### config.mk
export PLATFORM = sky130hd
export DESIGN_NAME = othello_scheduler
export DESIGN_NICKNAME = d
export VERILOG_FILES = /design/src/rtl/othello_scheduler.sv
export SDC_FILE = /design/constraint.sdc
export NUM_CORES = 1
export LEC_CHECK = 0
export CORE_MARGIN = 10
export CORE_UTILIZATION = 49
export DETAILED_ROUTE_END_ITERATION = 10
export HOLD_SLACK_MARGIN = 0.05
export PLACE_DENSITY = 0.9
export SLEW_MARGIN = 20
export SYNTH_ARGS = -nofsm -noshare
export SYNTH_HDL_FRONTEND = slang
export SYNTH_SLANG_ARGS = --single-unit
### constraint.sdc
create_clock -name iCLOCK -period 4.6 [get_ports iCLOCK]
set_input_delay 0.69 -clock iCLOCK [delete_from_list [all_inputs] [get_ports iCLOCK]]
set_output_delay 0.69 -clock iCLOCK [all_outputs]
set_load 0.02 [all_outputs]
### src/rtl/othello_scheduler.sv
`default_nettype none
// othello_scheduler: host-side task scheduler for a slot-interleaved Othello search pipeline.
// Rev 1.0: holding register, slot liveness tracking, credit-gated issue, FWFT result FIFO.

module othello_scheduler #(
    parameter int NSLOT        = 8,
    parameter int RES_DEPTH    = 8,
    parameter int PRIME_CYCLES = 16
) (
    input  logic        iCLOCK,
    input  logic        iRESET_N,
    input  logic        iStart,
    input  logic        iStop,
    input  logic        iTaskValid,
    output logic        oTaskReady,
    input  logic [63:0] iPlayer,
    input  logic [63:0] iOpponent,
    input  logic [15:0] iTaskid,
    output logic        oResValid,
    input  logic        iResReady,
    output logic [15:0] oResTaskid,
    output logic [7:0]  oResScore,
    output logic        oPipeEnable,
    output logic        oPipeValid,
    output logic [63:0] oPipePlayer,
    output logic [63:0] oPipeOpponent,
    output logic [15:0] oPipeTaskid,
    input  logic        iPipeTake,
    input  logic [2:0]  iPipeTakeSlot,
    input  logic        iPipeSolved,
    input  logic [2:0]  iPipeSlot,
    input  logic [15:0] iPipeTaskid,
    input  logic [7:0]  iPipeRes,
    output logic        oBusy,
    output logic [3:0]  oInFlight
);

    localparam int PCW = (PRIME_CYCLES > 1) ? $clog2(PRIME_CYCLES + 1) : 1;
    localparam int PW  = (RES_DEPTH > 1) ? $clog2(RES_DEPTH) : 1;
    localparam int CW  = $clog2(RES_DEPTH + 1);

    typedef enum logic [1:0] {
        S_IDLE  = 2'd0,
        S_PRIME = 2'd1,
        S_RUN   = 2'd2,
        S_DRAIN = 2'd3
    } state_t;

    state_t          state, next_state;
    logic [PCW-1:0]  prime_cnt;
    logic            prime_done;
    logic            ready_en;

    logic            hold_full;
    logic [63:0]     hold_player;
    logic [63:0]     hold_opponent;
    logic [15:0]     hold_taskid;

    logic [NSLOT-1:0] live, live_next;
    logic [3:0]       live_cnt;

    logic [23:0]     fifo_mem [RES_DEPTH];
    logic [PW-1:0]   wr_ptr, rd_ptr;
    logic [CW-1:0]   fifo_count;
    logic            fifo_empty, fifo_full;
    logic            push, pop;

    logic            task_fire, pipe_fire, credit_ok, task_open;

    // ---------------- FSM ----------------
    always_ff @(posedge iCLOCK or negedge iRESET_N) begin
        if (!iRESET_N) state <= S_IDLE;
        else           state <= next_state;
    end

    assign prime_done = (prime_cnt == PCW'(PRIME_CYCLES - 1));

    always_comb begin
        next_state  = state;
        oPipeEnable = 1'b0;
        task_open   = 1'b1;
        unique case (state)
            S_IDLE:  if (iStart) next_state = S_PRIME;
            S_PRIME: if (prime_done) next_state = S_RUN;
            S_RUN: begin
                oPipeEnable = 1'b1;
                if (iStop) next_state = S_DRAIN;
            end
            S_DRAIN: begin
                oPipeEnable = 1'b1;
                task_open   = 1'b0;
                if (live_cnt == 4'd0 && fifo_empty) next_state = S_IDLE;
            end
            default: next_state = S_IDLE;
        endcase
    end

    always_ff @(posedge iCLOCK or negedge iRESET_N) begin
        if (!iRESET_N)             prime_cnt <= '0;
        else if (state != S_PRIME) prime_cnt <= '0;
        else if (!prime_done)      prime_cnt <= prime_cnt + 1'b1;
    end

    // Holds oTaskReady low while reset is asserted and until the first edge after release.
    always_ff @(posedge iCLOCK or negedge iRESET_N) begin
        if (!iRESET_N) ready_en <= 1'b0;
        else           ready_en <= 1'b1;
    end

    assign oBusy = (state != S_IDLE);

    // ---------------- Task holding register ----------------
    assign oTaskReady = ready_en && !hold_full && task_open;
    assign task_fire  = iTaskValid && oTaskReady;
    assign credit_ok  = (32'(live_cnt) + 32'(fifo_count)) < NSLOT;
    assign oPipeValid = hold_full && (state == S_RUN) && credit_ok;
    assign pipe_fire  = iPipeTake && oPipeValid;

    always_ff @(posedge iCLOCK or negedge iRESET_N) begin
        if (!iRESET_N) begin
            hold_full     <= 1'b0;
            hold_player   <= '0;
            hold_opponent <= '0;
            hold_taskid   <= '0;
        end else begin
            if (pipe_fire) hold_full <= 1'b0;
            if (task_fire) begin
                hold_full     <= 1'b1;
                hold_player   <= iPlayer;
                hold_opponent <= iOpponent;
                hold_taskid   <= iTaskid;
            end
        end
    end

    assign oPipePlayer   = hold_player;
    assign oPipeOpponent = hold_opponent;
    assign oPipeTaskid   = hold_taskid;

    // ---------------- Slot liveness ----------------
    assign push = iPipeSolved && live[iPipeSlot];

    // Solve clears before take sets, so a same-slot take+solve retires the old task and keeps the slot live.
    always_comb begin
        live_next = live;
        if (push)      live_next[iPipeSlot]     = 1'b0;
        if (pipe_fire) live_next[iPipeTakeSlot] = 1'b1;
    end

    always_ff @(posedge iCLOCK or negedge iRESET_N) begin
        if (!iRESET_N) live <= '0;
        else           live <= live_next;
    end

    always_comb begin
        live_cnt = 4'd0;
        for (int i = 0; i < NSLOT; i++) live_cnt = live_cnt + {3'b000, live[i]};
    end

    assign oInFlight = live_cnt;

    // ---------------- Result FIFO (first-word fall-through) ----------------
    assign fifo_empty = (fifo_count == '0);
    assign fifo_full  = (fifo_count == CW'(RES_DEPTH));
    assign pop        = !fifo_empty && iResReady;

    always_ff @(posedge iCLOCK) begin
        if (push) fifo_mem[wr_ptr] <= {iPipeTaskid, iPipeRes};
    end

    always_ff @(posedge iCLOCK or negedge iRESET_N) begin
        if (!iRESET_N) begin
            wr_ptr     <= '0;
            rd_ptr     <= '0;
            fifo_count <= '0;
        end else begin
            if (push) wr_ptr <= (wr_ptr == PW'(RES_DEPTH - 1)) ? '0 : wr_ptr + 1'b1;
            if (pop)  rd_ptr <= (rd_ptr == PW'(RES_DEPTH - 1)) ? '0 : rd_ptr + 1'b1;
            case ({push, pop})
                2'b10:   fifo_count <= fifo_count + 1'b1;
                2'b01:   fifo_count <= fifo_count - 1'b1;
                default: fifo_count <= fifo_count;
            endcase
        end
    end

    assign oResValid  = !fifo_empty;
    assign oResTaskid = fifo_empty ? 16'h0000 : fifo_mem[rd_ptr][23:8];
    assign oResScore  = fifo_empty ? 8'h00 : fifo_mem[rd_ptr][7:0];

    a_no_overflow: assert property (@(posedge iCLOCK) disable iff (!iRESET_N)
        !(push && fifo_full && !pop));

endmodule

`default_nettype wire

; ---- After elaboration in Yosys (flattened, before gate mapping)
; Memory sizes are Yosys's and may differ from the RTL's.
; Index checks and enable logic that the tools add are counted.
[word_totals]
regBits = 171
latchBits = 0
ramBits = 192
mem_bits_ro = 0
input_bits = 182
out_inout_bits = 177
word_cells = 94
memories = 1
[classes]
n_addsub = 13
n_mul = 0
div_mod_pow = 0
n_lt_le_gt_ge = 5
n_eq_ne = 14
shift = 0
mux = 26
bitwise = 3
reduce_logical = 21
[mem_list]
columns = memory, depth, word_bits, read_ports, rd_ports_with_merged_regs, write_ports, line_no
row1 = fifo_mem, 8, 24, 1, 0, 1, 62  ; logic [23:0] fifo_mem [RES_DEPTH];
[op_table]
columns = op, n
row1 = 2-to-1 mux 8 bit, 3
row2 = adder 4 x 1 -> 4 bit, 4
row3 = 2-to-1 mux 16 bit, 1
row4 = logical AND 1 bit, 11
row5 = 2-to-1 mux 5 bit, 2
row6 = 2-to-1 mux 1 bit, 9
row7 = AND 8 bit, 1
row8 = logical NOT 4 bit, 2
row9 = less-than comparator 3 x 4 -> 1 bit (second input constant), 2
row10 = 2-to-1 mux 2 bit, 4
row11 = inequality test 2 bit (second input constant), 4
row12 = NOT 8 bit, 1
row13 = bitwise OR 8 bit, 1
row14 = case mux 2 bit (4 select lines), 1
row15 = case mux 4 bit (2 select lines), 1
row16 = adder 3 x 1 -> 3 bit (second input constant), 2
row17 = demux 1 bit (select 3 bit), 2
row18 = == test 2 bit (second input constant), 3
row19 = == test 3 bit (second input constant), 2
row20 = >= comparator 3 x 1 -> 1 bit (second input constant), 2
row21 = 2-to-1 mux 3 bit, 2
row22 = nonzero test 2 bit, 3
row23 = adder 4 x 4 -> 5 bit, 1
row24 = adder 5 x 1 -> 5 bit (second input constant), 1
row25 = other kinds (14), 17

; ---- Depth between registers and ports, before layout
; Gate-level depths: netlist of run 1.
[depth]
ltp_word = 13
depth_mapped = 14
depth_no_buf = 14

; ---- Least setup slack after synthesis of run 1
; Ideal clock, no wire load.
[synth_path]
path_type = register to output
from = register live[0]
to = output port oPipeValid
arrival_time_ns = 4.475
t_required_ns = 3.910
path_slack_ns = -0.565
stages_incl_launch_ff = 13
n_path_buf = 0
cell_sequence = dfrtp_1 > inv_1 > fa_1 > fa_1 > fa_1 > inv_1 > ha_1 > inv_1 > fa_1 > inv_1 > ha_1 > a31o_2 > a2111oi_0
[synth_via]
elab_chain_cells = 10
[synth_lines]
columns = item, line_no
row1 = "start, declared", 59  ; logic [NSLOT-1:0] live, live_next;
row2 = "start signal, assigned", 152  ; else live <= live_next;
row3 = adder 1 x 1 -> 2 bit, 157  ; for (int i = 0; i < NSLOT; i++) live_cnt = live_cnt + {3'b000, live[i]};
row4 = adder 2 x 1 -> 3 bit, 157
row5 = adder 3 x 1 -> 4 bit, 157
row6 = adder 4 x 1 -> 4 bit (4 in a row), 157
row7 = via oInFlight[1], 35  ; output logic [3:0] oInFlight
row8 = adder 4 x 4 -> 5 bit, 115  ; assign credit_ok = (32'(live_cnt) + 32'(fifo_count)) < NSLOT;
row9 = less-than comparator 5 x 4 -> 1 bit, 115
row10 = logical AND 1 bit, 116  ; assign oPipeValid = hold_full && (state == S_RUN) && credit_ok;
row11 = "end, declared", 24  ; output logic oPipeValid,
; The timed path passes the listed nets, and every way through them passes these cells.

; ---- Final worst setup path of run 1
[layout_path]
from = register live[3]
to = output port oPipeValid
[layout_via]
elab_chain_cells = 8
[layout_lines]
columns = item, line_no
row1 = adder 3 x 1 -> 4 bit, 157
row2 = adder 4 x 1 -> 4 bit (4 in a row), 157
row3 = adder 4 x 4 -> 5 bit, 115
row4 = less-than comparator 5 x 4 -> 1 bit, 115
row5 = logical AND 1 bit, 116
; Every way passes these cells.

==> results.md, run 1 <==
* Outcome: finished, violations left
* Failing checks: negative setup slack
* Num ports at 359
* Min cycle time layout at 4.971 ns
* Fin nets at 1399
* Most frequent cells in the layout: clkdlybuf4s50_1 (354), edfxtp_1 (192), dfrtp_1 (169)
* Hold Path Class: input port to asynchronous set/reset pin
* Vias at 8693
* Peak Freq at 201.2 MHz
* Vias/cell at 5.413
* Largest family of logic cells by synthesized area: multiplexers
* Synth async-reset ratio at 47.11%
* Area taken by multi-input logic gates at 4219 um2
* CP Launch Type: flip-flop
* Hold_buf cts at 0
* Cell taking the most area after synthesis: edfxtp_1
* Setup WS post-layout at -0.3706 ns
* Worst VDD drop at 487.1 uV
* R2R Path End: live[6]
* TritonCTS clock tree: built
* Count of unique library cells instantiated by Yosys at 47
* Final Routed Wirelength at 41180 um
* Commonest non-fill, non-tap cell in the layout: clkdlybuf4s50_1
* Worst slew pin tran at 1.011 ns
* Clock transition at path regs at 0.06 ns
* Setup Skew at 0.01599 ns
* Unrepaired setup endpoints after global routing: true
* Mux share of post-synthesis cell area at 21.40%
* Yosys warns at 0
* Largest net degree at the start of global routing at 112
* Core area at 28940 um2
* Mean Syn Cell Area at 18.10 um2
* Hpwl dp at 28710 um
* Die span in y at 191.7 um
* Req. time, crit path at 3.91 ns
* DRC errors left at 0
* Synth top area share at 39.91%
* Share of layout cells above drive strength 1 at 20.64%
* Die area at 36750 um2
* Post-synthesis cell area at 14450 um2
* Dpl ws at -0.4566 ns
* Max H-tree Level at 2
* Worst slew margin at 32.58%
* DRT iter0 DRCs at 444
* Gr ovfl total at 0
* Maximum fanout along the worst path at 2
* Overall Power at 14.19 mW
* Crit Path Class: flip-flop to output pin
* Rows at 62
* # clock sinks at 363
* DRT antenna net count at 0
* GRT Util Overall at 21.97%
* Clock Latency Late Sink at 0.52 ns
* Initial core utilization at 49.93%
* Leakage power at 7.648 nW
* Total iterations of the first detailed-routing run at 4
* PortBufs at 358
* CTS Buffer Depth at 3
* Seq/Total Area, Yosys at 69.52%
* Final Hold Viols at 0
* Critical R2R Launch: live[3]
* Root Buffer: clkbuf_16
* Vias in the first global route at 9684
* Post-synthesis adder-cell area fraction at 2.425%
* Finish-stage setup viols at 1
* Num CTS Buffers at 38
* Max-cap violations at 0
* Syn-to-layout area delta at 38.92%
* First-pass GRT wire length at 60630 um
* Most area-consuming cells after synthesis: edfxtp_1 (40%), dfrtp_1 (30%), mux4_2 (7.5%), mux2_2 (7.2%), mux2_1 (4.6%)
* R2R setup slack at 0.22 ns
* Period utilization at 108.1%
* Synth Area in Compound Gates at 1.914%
* Antenna violations before repair at 5
* Cell count after synthesis at 798
* Post-synthesis simple-gate area fraction at 2.537%
* Post-synthesis xor/xnor area fraction at 0.4244%
* Mapped Nets at 1005
* Register-to-Register Path Depth at 14
* Chip width at 191.7 um
* Crit. End Element: output pin
* Synth Flop Type: edfxtp_1
* Reg area at 10050 um2
* WL/cell at 25.64 um
* Pwr dens at 707.1 nW/um2
* Placer Congestion at 0.8288
* Post-synth EDFFs at 192
* Fillers at 1763
* Fin. max-slew vios at 0
* Synth Register Bits at 363
* Worst EP arrival at 4.28 ns
[layer usage]
metal  up-vias  routed length (um)  share of wire [%]  GRT usage [%]
li1       3807                   -                  -              -
met5         -                  50               0.12              0
met1      4373               13620                 33          23.09
met4         8                2000                4.9          9.796
met2       398               21300                 52          38.09
met3       107                4210                 10          8.814
[report_power, final]
part | internal (mW) | switching (mW)
logic | 3.04 | 3.03
clock network | 2.04 | 1.26
registers | 4.24 | 0.580
[cell type report]
cell class,instances,share of cell area (%)
Multi-Input combinational cell,372,21.02
Antenna cell,1,0.01247
Sequential cell,363,50.06
Tap cell,384,2.394
Timing Repair Buffer,389,19.18
Inverter,28,0.5237
Clock inverter,23,1.714
Clock buffer,46,5.093
[cells in the mapped netlist (12+ instances only)]
cell and number:
clkbuf_1 12, edfxtp_1 192, mux4_2 48, nor2_1 30
mux2_2 92, ha_1 20, a21oi_1 15, buf_2 13
dfrtp_1 171, mux2i_1 31, inv_1 25, mux2_1 59
[sequential cells by signal, indices dropped and copies added, names as in the netlist]
signal and flops:
ready_en 1, fifo_count 4, oPipeTaskid 16, wr_ptr 3
state 2, fifo_mem 192, prime_cnt 5, hold_full 1
oPipePlayer 64, live 8, rd_ptr 3, oPipeOpponent 64
[worst max path at each step]
| stage | from | to | slack (ns) |
|---|---|---|---|
| after detailed placement | live[0] | oPipeValid | -0.46 |
| after global routing | live[3] | oPipeValid | -0.52 |
| after global placement | live[0] | oPipeValid | -0.34 |
| after floorplan | iPipeSlot[0] | fifo_mem[2][0] | -0.005 |
| after CTS | live[1] | oPipeValid | -0.38 |
| final | live[3] | oPipeValid | -0.37 |
[logic make-up after synthesis]
| group | count (synthesis) |
|---|---|
| other | 1 |
| xor gates and xnor gates | 7 |
| and+or+nand+nor | 69 |
| buffers and inverters | 63 |
| AOI/OAI and AO/OA | 40 |
| muxes | 230 |
| DFF | 363 |
| adders and majority gates | 25 |
[metrics by stage]
step | hold WS [ns] | util, % | cell area [um2] | std cells | setup TNS, ns
after floorplan | 0.3944 | - | 14450 | 798 | -0.2281
after global placement | 0.4655 | 64.55 | 18680 | 1534 | -0.3439
after detailed placement | 0.4737 | 64.55 | 18680 | 1534 | -0.4566
after CTS | 0.3698 | 69.35 | 20070 | 1605 | -0.3755
after global routing | 0.4191 | 69.35 | 20070 | 1605 | -0.5158
final | 0.3534 | 69.36 | 20070 | 1606 | -0.3706
[worst max-delay path: stages (launching register included)]
cell and delay (ns):
dfrtp_1 0.37, inv_1 0.07, fa_1 0.49, fa_1 0.54
fa_1 0.42, inv_1 0.07, ha_1 0.16, inv_1 0.06
fa_1 0.50, inv_1 0.06, ha_1 0.27, a31o_2 0.23
a2111oi_4 0.34, buf_4 0.21
[timing repair]
item / CTS / global route
pin swaps: 4 / 0
buffers inserted: 2 / 0
cloned: 0 / 0
endpoints found under the setup margin: 3 / 1
resized for setup: 9 / 0
(Power assumes the default switching activity.)
==> run 2, diff against run 1 <==
Settings changed: CORE_MARGIN 10 to 3.
==> run 2 against run 1 <==
The run still ends with negative setup slack left. Combinational power is essentially flat. First-iteration DRC count rose by 46%. Clock power shrank 12%. Maximum frequency down 1.8%. Critical path type unchanged.
==> results.md, run 2 (synthesis results as in run 1) <==
* Period utilization at 110.0%
* PortBufs at 358
* # clock sinks at 363
* Most frequent cells in the layout: clkdlybuf4s50_1 (354), edfxtp_1 (192), dfrtp_1 (169)
* First-pass GRT wire length at 57150 um
* Failing checks: negative setup slack
* CTS Buffer Depth at 3
* Max reg flops at 192
* DRT iter0 DRCs at 647
* Root Buffer: clkbuf_16
* Overall Power at 13.87 mW
* Dpl ws at -0.4362 ns
* Total iterations of the first detailed-routing run at 5
* Fin nets at 1397
* Final Routed Wirelength at 38620 um
* Hold Path Class: input port to asynchronous set/reset pin
* Outcome: finished, violations left
* Largest net degree at the start of global routing at 110
* Final Hold Viols at 0
* Vias at 8727
* Worst slew margin at 34.15%
* Chip width at 177.7 um
* Share of layout cells above drive strength 1 at 20.85%
* Max-cap violations at 0
* Hpwl dp at 26450 um
* Num ports at 359
* Initial core utilization at 50.07%
* Worst EP arrival at 4.37 ns
* DRC errors left at 0
* Fillers at 1809
* Finished Layout Cells at 1604
* Finish-stage setup viols at 1
* DRT antenna net count at 0
* TritonCTS clock tree: built
* Min cycle time layout at 5.060 ns
* Placer Congestion at 0.8061
* CP Launch Type: flip-flop
* Commonest non-fill, non-tap cell in the layout: clkdlybuf4s50_1
* Num CTS Buffers at 38
* WL/cell at 24.08 um
* Die area at 31580 um2
* Req. time, crit path at 3.91 ns
* GRT Util Overall at 24.36%
* Largest reg by FF count: fifo_mem
* Vias/cell at 5.441
* Syn-to-layout area delta at 37.77%
* Maximum fanout along the worst path at 2
* Pwr dens at 697.1 nW/um2
* Rows at 62
* Clock Latency Late Sink at 0.51 ns
* Leakage power at 7.561 nW
* Placed cell count at 1529
* Setup Skew at 0.01411 ns
* Fin. max-slew vios at 0
* Core area at 28860 um2
* Die span in y at 177.7 um
* Crit. End Element: output pin
* Crit Path Class: flip-flop to output pin
* Max H-tree Level at 2
* Vias in the first global route at 9377
* Antenna violations before repair at 10
* Gr ovfl total at 0
* Unrepaired setup endpoints after global routing: true
* Clock transition at path regs at 0.06 ns
* Setup WS post-layout at -0.4603 ns
* Peak Freq at 197.6 MHz
* Worst VDD drop at 467.8 uV
* Worst slew pin tran at 0.9878 ns
[run 2: critical path, cell delays in order, from the launching register on]
cell and delay [ns]:
dfrtp_1 0.36, inv_2 0.04, fa_1 0.57, fa_1 0.45, fa_1 0.48, inv_1 0.08, ha_2 0.19, inv_2 0.04
fa_1 0.57, inv_2 0.06, ha_4 0.21, a31o_4 0.23, a2111oi_4 0.37, buf_4 0.21
[run 2: stage by stage]
stage	hold slack, ns	utilization (%)	area [um2]	TNS (ns)
finish	0.1609	68.97	19900	-0.4603
global route	0.1897	68.96	19900	-0.5901
global placement	0.4669	64.61	18640	-0.3551
detailed placement	0.4741	64.61	18640	-0.4362
CTS	0.1823	68.71	19830	-0.4235
floorplan	0.3944	-	14450	-0.2281
[run 2: metal layers]
metal	up-vias	track usage [%]	wire (um)
met5	-	0	103
met4	18	10.67	1900
met3	105	9.200	3405
met2	373	42.55	20290
met1	4409	26.41	12920
li1	3822	-	-
[run 2: final cells by class]
type | instances | area (um2) | share of cell area (%)
Multi-Input combinational cell | 372 | 4258 | 21.39
Sequential cell | 363 | 10050 | 50.49
Timing Repair Buffer | 387 | 3830 | 19.24
Clock inverter | 13 | 70.07 | 0.3520
Inverter | 28 | 105.1 | 0.5280
Tap cell | 384 | 480.5 | 2.414
Clock buffer | 55 | 1106 | 5.557
Antenna cell | 2 | 5.005 | 0.02514
[run 2: where the power goes]
group          switching, mW  total, mW  internal [mW]
combinational           2.97       6.07           3.10
sequential             0.672       4.91           4.24
clock                   1.22       2.89           1.67
[run 2: repair_timing]
item	CTS	global route
gates cloned	0	0
resized for setup	9	11
hold buffers	0	0
pin swaps	1	7
endpoints found under the setup margin	3	5
buffers inserted	0	5
[run 2: final timing paths]
check,cells past startpoint,slack [ns],to,from
worst min register to register,1,0.48,oPipePlayer[41],oPipePlayer[41]
worst max-delay path,13,-0.46,oPipeValid,live[3]
worst max register to register,14,0.21,live[0],live[3]
min in group iCLOCK,1,0.48,oPipePlayer[41],oPipePlayer[41]
max in group asynchronous,2,3.40,oPipePlayer[21],iRESET_N
worst min-delay path,1,0.16,oPipeOpponent[18],iRESET_N
